File: config.mk
export PLATFORM = sky130hd
export DESIGN_NAME = uart_receiver
export DESIGN_NICKNAME = d
export VERILOG_FILES = /design/src/rtl/uart_receiver.sv
export SDC_FILE = /design/constraint.sdc
export NUM_CORES = 1
export LEC_CHECK = 0
export ABC_CLOCK_PERIOD_IN_PS = 2300
export CORE_MARGIN = 2
export CORE_UTILIZATION = 59
export DETAILED_ROUTE_END_ITERATION = 16
export HOLD_SLACK_MARGIN = 0.02
export PLACE_DENSITY = 0.9
export SLEW_MARGIN = 5
export SYNTH_ARGS = -nofsm -noshare
export SYNTH_HDL_FRONTEND = slang
export SYNTH_SLANG_ARGS = --single-unit
File: constraint.sdc
create_clock -name i_clock -period 2.3 [get_ports i_clock]
set_input_delay 0.46 -clock i_clock [delete_from_list [all_inputs] [get_ports i_clock]]
set_output_delay 0.46 -clock i_clock [all_outputs]
set_load 0.02 [all_outputs]
File: src/rtl/uart_receiver.sv
// UART receiver: 8N1-style serial to parallel with a 2-flop input synchronizer,
// mid-bit sampling, frame-error detection and break handling.
module uart_receiver #(
  parameter int DATA_WIDTH          = 8,
  parameter int BIT_COUNTER_WIDTH   = 3,
  parameter int CLOCK_COUNTER_WIDTH = 21,
  parameter int CLOCKS_PER_BIT      = 434
) (
  input  logic                  i_clock,
  input  logic                  i_reset,
  input  logic                  i_RX,
  output logic [DATA_WIDTH-1:0] o_data,
  output logic                  o_valid,
  output logic                  o_frame_error,
  output logic                  o_busy
);

  typedef enum logic [2:0] {
    IDLE,
    START,
    DATA,
    STOP,
    BREAK
  } state_t;

  // Sample points: middle of the start bit, then one full bit period later for each bit.
  localparam logic [CLOCK_COUNTER_WIDTH-1:0] HALF_TICK =
    CLOCK_COUNTER_WIDTH'(CLOCKS_PER_BIT / 2 - 1);
  localparam logic [CLOCK_COUNTER_WIDTH-1:0] FULL_TICK =
    CLOCK_COUNTER_WIDTH'(CLOCKS_PER_BIT - 1);
  localparam logic [BIT_COUNTER_WIDTH-1:0] LAST_BIT =
    BIT_COUNTER_WIDTH'(DATA_WIDTH - 1);

  logic                           rx_meta;
  logic                           rx_s;
  state_t                         state_reg, state_next;
  logic [CLOCK_COUNTER_WIDTH-1:0] tick_reg, tick_next;
  logic [BIT_COUNTER_WIDTH-1:0]   bit_reg, bit_next;
  logic [DATA_WIDTH-1:0]          shift_reg, shift_next;
  logic [DATA_WIDTH-1:0]          data_reg, data_next;
  logic                           valid_reg, valid_next;
  logic                           ferr_reg, ferr_next;

  // Two-flop synchronizer; both flops reset to the idle-high line level.
  always_ff @(posedge i_clock) begin
    if (i_reset) begin
      rx_meta <= 1'b1;
      rx_s    <= 1'b1;
    end else begin
      rx_meta <= i_RX;
      rx_s    <= rx_meta;
    end
  end

  // State, counters, shift register and registered outputs.
  always_ff @(posedge i_clock) begin
    if (i_reset) begin
      state_reg <= IDLE;
      tick_reg  <= '0;
      bit_reg   <= '0;
      shift_reg <= '0;
      data_reg  <= '0;
      valid_reg <= 1'b0;
      ferr_reg  <= 1'b0;
    end else begin
      state_reg <= state_next;
      tick_reg  <= tick_next;
      bit_reg   <= bit_next;
      shift_reg <= shift_next;
      data_reg  <= data_next;
      valid_reg <= valid_next;
      ferr_reg  <= ferr_next;
    end
  end

  // Next-state logic; pulses default low so they last exactly one cycle.
  always_comb begin
    state_next = state_reg;
    tick_next  = tick_reg;
    bit_next   = bit_reg;
    shift_next = shift_reg;
    data_next  = data_reg;
    valid_next = 1'b0;
    ferr_next  = 1'b0;
    case (state_reg)
      IDLE: begin
        if (!rx_s) begin
          state_next = START;
          tick_next  = '0;
        end
      end
      START: begin
        if (tick_reg == HALF_TICK) begin
          if (!rx_s) begin
            state_next = DATA;
            tick_next  = '0;
            bit_next   = '0;
          end else begin
            // Line went back high before mid-bit: treat as a glitch.
            state_next = IDLE;
          end
        end else begin
          tick_next = tick_reg + 1'b1;
        end
      end
      DATA: begin
        if (tick_reg == FULL_TICK) begin
          shift_next = {rx_s, shift_reg[DATA_WIDTH-1:1]};
          tick_next  = '0;
          if (bit_reg == LAST_BIT) begin
            bit_next   = '0;
            state_next = STOP;
          end else begin
            bit_next = bit_reg + 1'b1;
          end
        end else begin
          tick_next = tick_reg + 1'b1;
        end
      end
      STOP: begin
        if (tick_reg == FULL_TICK) begin
          tick_next = '0;
          if (rx_s) begin
            data_next  = shift_reg;
            valid_next = 1'b1;
            state_next = IDLE;
          end else begin
            ferr_next  = 1'b1;
            state_next = BREAK;
          end
        end else begin
          tick_next = tick_reg + 1'b1;
        end
      end
      BREAK: begin
        // Wait out a held-low line so it cannot be seen as a new start bit.
        if (rx_s) begin
          state_next = IDLE;
        end
      end
      default: begin
        state_next = IDLE;
      end
    endcase
  end

  assign o_data        = data_reg;
  assign o_valid       = valid_reg;
  assign o_frame_error = ferr_reg;
  assign o_busy        = (state_reg != IDLE);

endmodule

After elaboration in Yosys (flattened, before gate mapping):

Cells that the tools add are included.

* word-level logic and storage cells: 57
* output and inout bits: 11
* input port bits: 3
* flip-flop bits (word level): 47

* reduce and logical (&&, ||, !) cells: 10
* muxes and demuxes: 20
* bitwise operators: 2
* eq/ne operators: 14
* add/sub/neg operators: 2

Operator list (count)
* $mux W21: 3
* $pmux W21 S3: 1
* $mux W3: 11
* $add A21 B1 Y21 const B: 1
* $eq A21 B8 Y1 const B: 1
* $eq A21 B9 Y1 const B: 1
* $pmux W3 S5: 1
* $ne A2 B2 Y1 const B: 7
* $eq A3 B2 Y1 const B: 2
* $eq A3 B3 Y1 const B: 2
* $pmux W3 S2: 1
* $reduce_and A6 Y1: 1
* $reduce_bool A3 Y1: 2
* $reduce_and A4 Y1: 1
* $add A3 B1 Y3 const B: 1
* $eq A3 B1 Y1 const B: 1
* $logic_not A3 Y1: 1
* $reduce_and A3 Y1: 1
* $reduce_or A3 Y1: 1
* $mux W1: 2
* $mux W2: 1
* $not A1 Y1: 2
* $reduce_and A2 Y1: 1
* $reduce_bool A2 Y1: 1
* $reduce_or A2 Y1: 1

Logic depth before layout (Yosys ltp):

Gate-level depths: netlist (run 1).

* depth after elaboration: 4
* gate-level depth with buffers: 9
* gate-level depth less buffers: 8

Worst setup path before layout (run 1):

Ideal clock, no wire load.

* kind: flip-flop to flip-flop
* from: register tick_reg[14]
* to: register shift_reg[0]
* arrival time: 1.872 ns
* setup slack: 0.300 ns
* path buffers: 0
* data required time: 2.172 ns
* stages on the path, launching flop included: 7
* period minus slack after synthesis: 2.000 ns
* library setup time: 0.128 ns
* cells stage by stage: dfxtp_1 > nor4_4 > nand4_2 > or3_4 > nor3_4 > mux2i_1 > nor2_1

* word-level cells in the longest chain between the ends: 2

RTL lines
* from (decl): line 37 `logic [CLOCK_COUNTER_WIDTH-1:0] tick_reg, tick_next;`
* from (signal assigned): line 67 `tick_reg <= tick_next;`
* $eq A21 B9 Y1: line 107 `if (tick_reg == FULL_TICK) begin`
* $reduce_and A2 Y1 (no source line)
* to (signal assigned): line 69 `shift_reg <= shift_next;`
* to (decl): line 39 `logic [DATA_WIDTH-1:0] shift_reg, shift_next;`

Every way passes these cells.
A chain may end at the register's enable or synchronous reset.

Worst setup path after layout (run 1):

* from: register state_reg[1]
* to: output o_busy

* word-level cells in the longest chain between the ends: 1

RTL lines
* from (decl): line 36 `state_t state_reg, state_next;`
* from (signal assigned): line 66 `state_reg <= state_next;`
* $reduce_bool A3 Y1: line 150 `assign o_busy = (state_reg != IDLE);`
* to (decl): line 15 `output logic o_busy`

Every way passes these cells.

==> results by group, run 1 <==
Run status
  – Status: completed

Clock network
  – Clk sinks: 47
  – CTS-repair resized insts: 0
  – Number of setup buffers added after CTS: 0
  – CTS Buf Count: 5
  – Clk_lat worst skew: around 0.31 ns
  – CTS tree: done
  – Clk buf depth: 2
  – Max H-tree Level: 2
  – CTS root buf: clkbuf_8
  – Cts hold-fix bufs: 0
  – Clk slew on worst S/H paths: 0.10 ns

Global route
  – Total GRT Usage: 0.255
  – Total congestion overflow: 0
  – Initial antenna violation count: 0
  – First-pass GRT wire length: between 8 and 9 mm
  – Number of global-route vias before repair: just under 2000
  – Maximum number of pins on one net before global-route repair: 25

STA
  – Clock Skews: approximately 0.013 ns
  – RSZ-0062 raised after global routing: false
  – Final WS setup: approximately 0.011 ns
  – Hold slack: about 0.42 ns
  – Slew HR: 0.665
  – Fin. max-slew vios: 0
  – Setup TNS: 0 ns
  – Final worst-path cycle share: 0.995
  – Final hold violations: 0
  – Fmax: around 440 MHz
  – Worst-Margin Slew: about 0.5 ns
  – Endpoints failing setup: 0
  – Minimum clock period: between 2 and 2.5 ns

Synthesis
  – Mapped Area: between 2000 and 2500 um^2
  – Synth area leader: dfxtp_1
  – Area share of the largest cell type after synthesis: 0.398
  – FF+latch count, synth: 47
  – FFs w/ async S/R, synth: 0
  – Syn_area_per_cell: roughly 8.4 um^2
  – Post-Syn Instances: ~280
  – Synth top area cells: dfxtp_1 (40%), mux2i_1 (7.2%), nor2_1 (5.9%), nand2_1 (4.8%), nand3_1 (3.4%)
  – Post-synthesis net count: roughly 290
  – Most frequent cell after synthesis: dfxtp_1
  – Synth warn: 0
  – Commonest cells post-synth: dfxtp_1 (47), nor2_1 (37), nand2_1 (30)
  – Primary FF master, synth: dfxtp_1
  – Synth cell types: 43
  – EDFF count, synth: 0
  – Register area share after synthesis: 0.398

Finish
  – Nets@finish: between 300 and 400
  – Antenna cells: 0
  – Max reg flops: 21
  – Synth-to-Final Area Change: 14.3%
  – Layout cells sized above 1: 0.107

Placement
  – I/O Buffers: 13
  – RePlAce Congestion: around 0.84
  – Post-Place Setup Slack: about 0.20 ns
  – HPWL after detailed placement: 3.66 mm

Run
  – Max cap viols: 0

Routing
  – Via count: 2158
  – DR WL met3: between 300 and 400 um
  – Post-Route M1 WL: about 2.3 mm
  – Antenna Nets Post-Route: 0
  – Met2 wire len: approximately 2.7 mm
  – Routed wire per std cell: roughly 15 um
  – DRT iter0 DRCs: about 270
  – DR vias/cell: around 6.2
  – Residual DRC: 0
  – Max layer used: met4
  – Final WL: 5.36 mm
  – 1st-pass router iterations: 5

Setup path
  – Worst path bufs/invs: 2
  – Max Fanout on Critical Path: 11
  – Cell family contributing the most delay on the critical path: buffers and inverters
  – Critical Path Sink Type: output port
  – CP cell instances: inv_1, nand2_1, clkdlybuf4s50_1
  – Critical path startpoint category: flop
  – Data required, critical path: roughly 1.8 ns
  – Crit path kind: reg2out
  – CP max stage delay: 0.61 ns
  – Worst path arrival time: between 1.5 and 2 ns
  – Slowest cell on the critical path: clkdlybuf4s50_1

Power
  – P_leak: around 0.0010 uW
  – Cell Pwr Density: around 720 nW/um^2
  – Peak VDD IR: ~0.40 mV

Floorplan
  – Std-Cell Rows: 23
  – Core area: ~4000 um^2
  – Die extent in y: 67.3 um
  – Starting density of the core: 0.604
  – Die X: 67.3 um
  – IO Count: 14
  – Die area: between 4000 and 5000 um^2

Hold path
  – Min-Delay Path Class: reg2reg
==> report_power, final <==
part           switching, uW  internal, uW  leakage (uW)
Clock                    295           327     0.0000548
Combinational            267           170      0.000600
Sequential              36.9           838      0.000379
==> routing by layer <==
layer,vias to the layer above,global-route usage
met5,-,0
met4,0,0.117
met3,18,0.0667
met2,84,0.426
met1,1012,0.306
li1,1044,-
==> final timing paths <==
kind	cells past startpoint	slack, ns	endpoint	from
min reg2reg	1	0.42	rx_s	rx_meta
max reg2reg	7	0.10	tick_reg[11]	tick_reg[0]
max	3	0.01	o_busy	state_reg[1]
min	1	0.42	rx_s	rx_meta
==> final cells by class <==
cell class	count	area, um^2
tap	50	62.6
sequential	47	941
fill	307	1210
inverter	5	18.8
timing repair buffer	27	235
clock buffer	5	68.8
clock inverter	3	46.3
multi-input combinational	211	1330
==> cell usage in the layout, fill, tap and decap left out, types with 2 or more instances in the layout <==
cell type | synthesis | routed
nor2_1 | 37 | 37
nand3_1 | 16 | 16
inv_1 | 5 | 5
and3_1 | 4 | 4
nor4_1 | 6 | 6
nand2_1 | 30 | 30
o21a_1 | 2 | 2
clkdlybuf4s50_1 | 0 | 13
and4b_1 | 2 | 2
and2_1 | 4 | 4
a22o_1 | 8 | 8
nand4_1 | 5 | 5
nor4_4 | 2 | 2
and4_1 | 3 | 3
nand2b_1 | 7 | 7
a31oi_1 | 9 | 9
o21ai_0 | 11 | 11
ha_1 | 5 | 5
a21oi_1 | 12 | 12
a41oi_1 | 3 | 3
dfxtp_1 | 47 | 47
buf_4 | 0 | 14
nor3_1 | 3 | 3
or2_2 | 2 | 2
or4_1 | 2 | 2
clkbuf_8 | 0 | 5
mux2i_1 | 17 | 17
a21o_1 | 6 | 6
==> logic make-up (layout without fill, tap and decap cells) <==
family	after synthesis	in the layout	synth area share
simple gates	132	132	0.302
compound gates	57	57	0.162
flops	47	47	0.398
buf+inv	23	40	0.0392
mux	17	17	0.0720
fa+ha+maj	5	5	0.0265
==> per-stage QoR <==
| stage | util | total power (uW) | instances | instance area [um^2] |
|---|---|---|---|---|
| final | 0.691 | 1930 | 348 | 2700 |
| after global routing | 0.691 | 2020 | 348 | 2700 |
| after CTS | 0.691 | 1930 | 348 | 2700 |
| after detailed placement | 0.661 | 1310 | 340 | 2590 |
| after global placement | 0.661 | 1290 | 340 | 2590 |
| after floorplan | - | 1190 | 281 | 2360 |
Note: power is estimated with default switching activity, not from simulation.
==> run 2: changes to the inputs <==
CORE_ASPECT_RATIO = 0.8   (was default)
==> results by group, run 2 (synthesis gave the netlist of run 1 again) <==
Run status
  – Status: completed

Floorplan
  – Die area: 4530 um^2
  – IO Count: 14
  – Std-Cell Rows: 20
  – Die extent in y: between 60 and 70 um
  – Die X: about 75 um
  – Core area: ~3800 um^2
  – Starting density of the core: 0.617

Routing
  – DR vias/cell: 6.00
  – Final WL: 5.11 mm
  – DRT iter0 DRCs: 284
  – Via count: around 2100
  – Routed wire per std cell: about 15 um
  – Antenna Nets Post-Route: 0
  – 1st-pass router iterations: 5
  – Residual DRC: 0

Setup path
  – Max Fanout on Critical Path: 8
  – Critical Path Sink Type: flop
  – Critical path startpoint category: flop
  – Data required, critical path: around 2.5 ns
  – Crit path kind: reg2reg
  – R2r setup slk: about 0.15 ns
  – Worst path arrival time: ~2.4 ns

Clock network
  – Clk sinks: 47
  – Max H-tree Level: 2
  – CTS tree: done
  – Clk slew on worst S/H paths: approximately 0.09 ns
  – CTS root buf: clkbuf_8
  – Clk buf depth: 2
  – CTS Buf Count: 5
  – Clk_lat worst skew: 0.31 ns

STA
  – Final hold violations: 0
  – Fmax: about 460 MHz
  – Slew HR: 0.692
  – Endpoints failing setup: 0
  – Final worst-path cycle share: 0.935
  – Minimum clock period: between 2 and 2.5 ns
  – RSZ-0062 raised after global routing: false
  – Worst-Margin Slew: between 0.4 and 0.5 ns
  – Setup TNS: 0 ns
  – Final WS setup: ~0.15 ns
  – Fin. max-slew vios: 0
  – Clock Skews: between 0.006 and 0.007 ns

Placement
  – I/O Buffers: 13
  – RePlAce Congestion: between 0.8 and 0.9
  – DP Area: roughly 2600 um^2
  – Post-Place Setup Slack: about 0.14 ns
  – HPWL after detailed placement: ~3.5 mm

Finish
  – Cell area after layout: around 2700 um^2
  – Nets@finish: about 300
  – Area occupied by multi-input gates: 1340 um^2
  – Synth-to-Final Area Change: 14.0%
  – Antenna cells: 0
  – Layout cells sized above 1: 0.108
  – FF+latch area: 941 um^2
  – Leading cell type in the layout, fill and taps excluded: dfxtp_1
  – Number of fill cells: roughly 280
  – Commonest cells after routing, fill and taps aside: dfxtp_1 (47), nor2_1 (37), nand2_1 (30)
  – Max reg flops: 21

Global route
  – Total congestion overflow: 0
  – Total GRT Usage: 0.240
  – Maximum number of pins on one net before global-route repair: 37
  – Initial antenna violation count: 0
  – First-pass GRT wire length: 8.23 mm
  – Number of global-route vias before repair: between 1500 and 2000

Hold path
  – Min-Delay Path Class: reg2reg

Power
  – P_leak: about 0.001 uW
  – Cell Pwr Density: 683 nW/um^2
  – Peak VDD IR: roughly 0.54 mV

Run
  – Max cap viols: 0
run 2: layout make-up:
cell class	count	area share
multi-input cells	211	0.498
flip-flops and latches	47	0.349
repair buffers	25	0.0864
clock buffers	5	0.0255
well taps	55	0.0255
clock inverters	3	0.00882
inverters	5	0.00696
run 2: through the flow:
step / total power [uW] / utilization / cells / hold slack [ns]
floorplan: 1190 / - / 281 / 0.389
CTS: 1830 / 0.701 / 351 / 0.424
detailed placement: 1320 / 0.677 / 343 / 0.400
global route: 1920 / 0.704 / 351 / 0.441
finish: 1840 / 0.704 / 351 / 0.422
global placement: 1310 / 0.677 / 343 / 0.394
run 2: final timing paths:
check         startpoint            to  cells past startpoint
max          tick_reg[2]  shift_reg[3]                      7
min              rx_meta          rx_s                      1
max reg2reg  tick_reg[2]  shift_reg[3]                      7
min reg2reg      rx_meta          rx_s                      1
run 2: where the power goes:
group,switching (uW),leakage [uW],internal (uW)
Clock,295,0.0000408,217
Combinational,278,0.000593,183
Sequential,28.3,0.000379,838
Total,602,0.00101,1240
run 2: critical path, stage by stage (launching register included):
cell and delay [ns]:
dfxtp_1 0.39, nor4_4 0.40, nand4_2 0.21, or3_4 0.44, nor3_4 0.12, buf_4 0.21, mux2i_1 0.22, nor2_1 0.06
run 2: routing by layer:
metal / track usage / wire length (um)
met5: 0 / 0
met4: 0.0893 / 65
met3: 0.0598 / 374
met2: 0.373 / 2260
met1: 0.328 / 2410
run 2: repair_timing:
item	in CTS	in global routing
setup endpoints to repair	0	17
buffers inserted	0	0
endpoints found under the hold margin	0	0
hold buffers	0	0
resized for setup	0	3
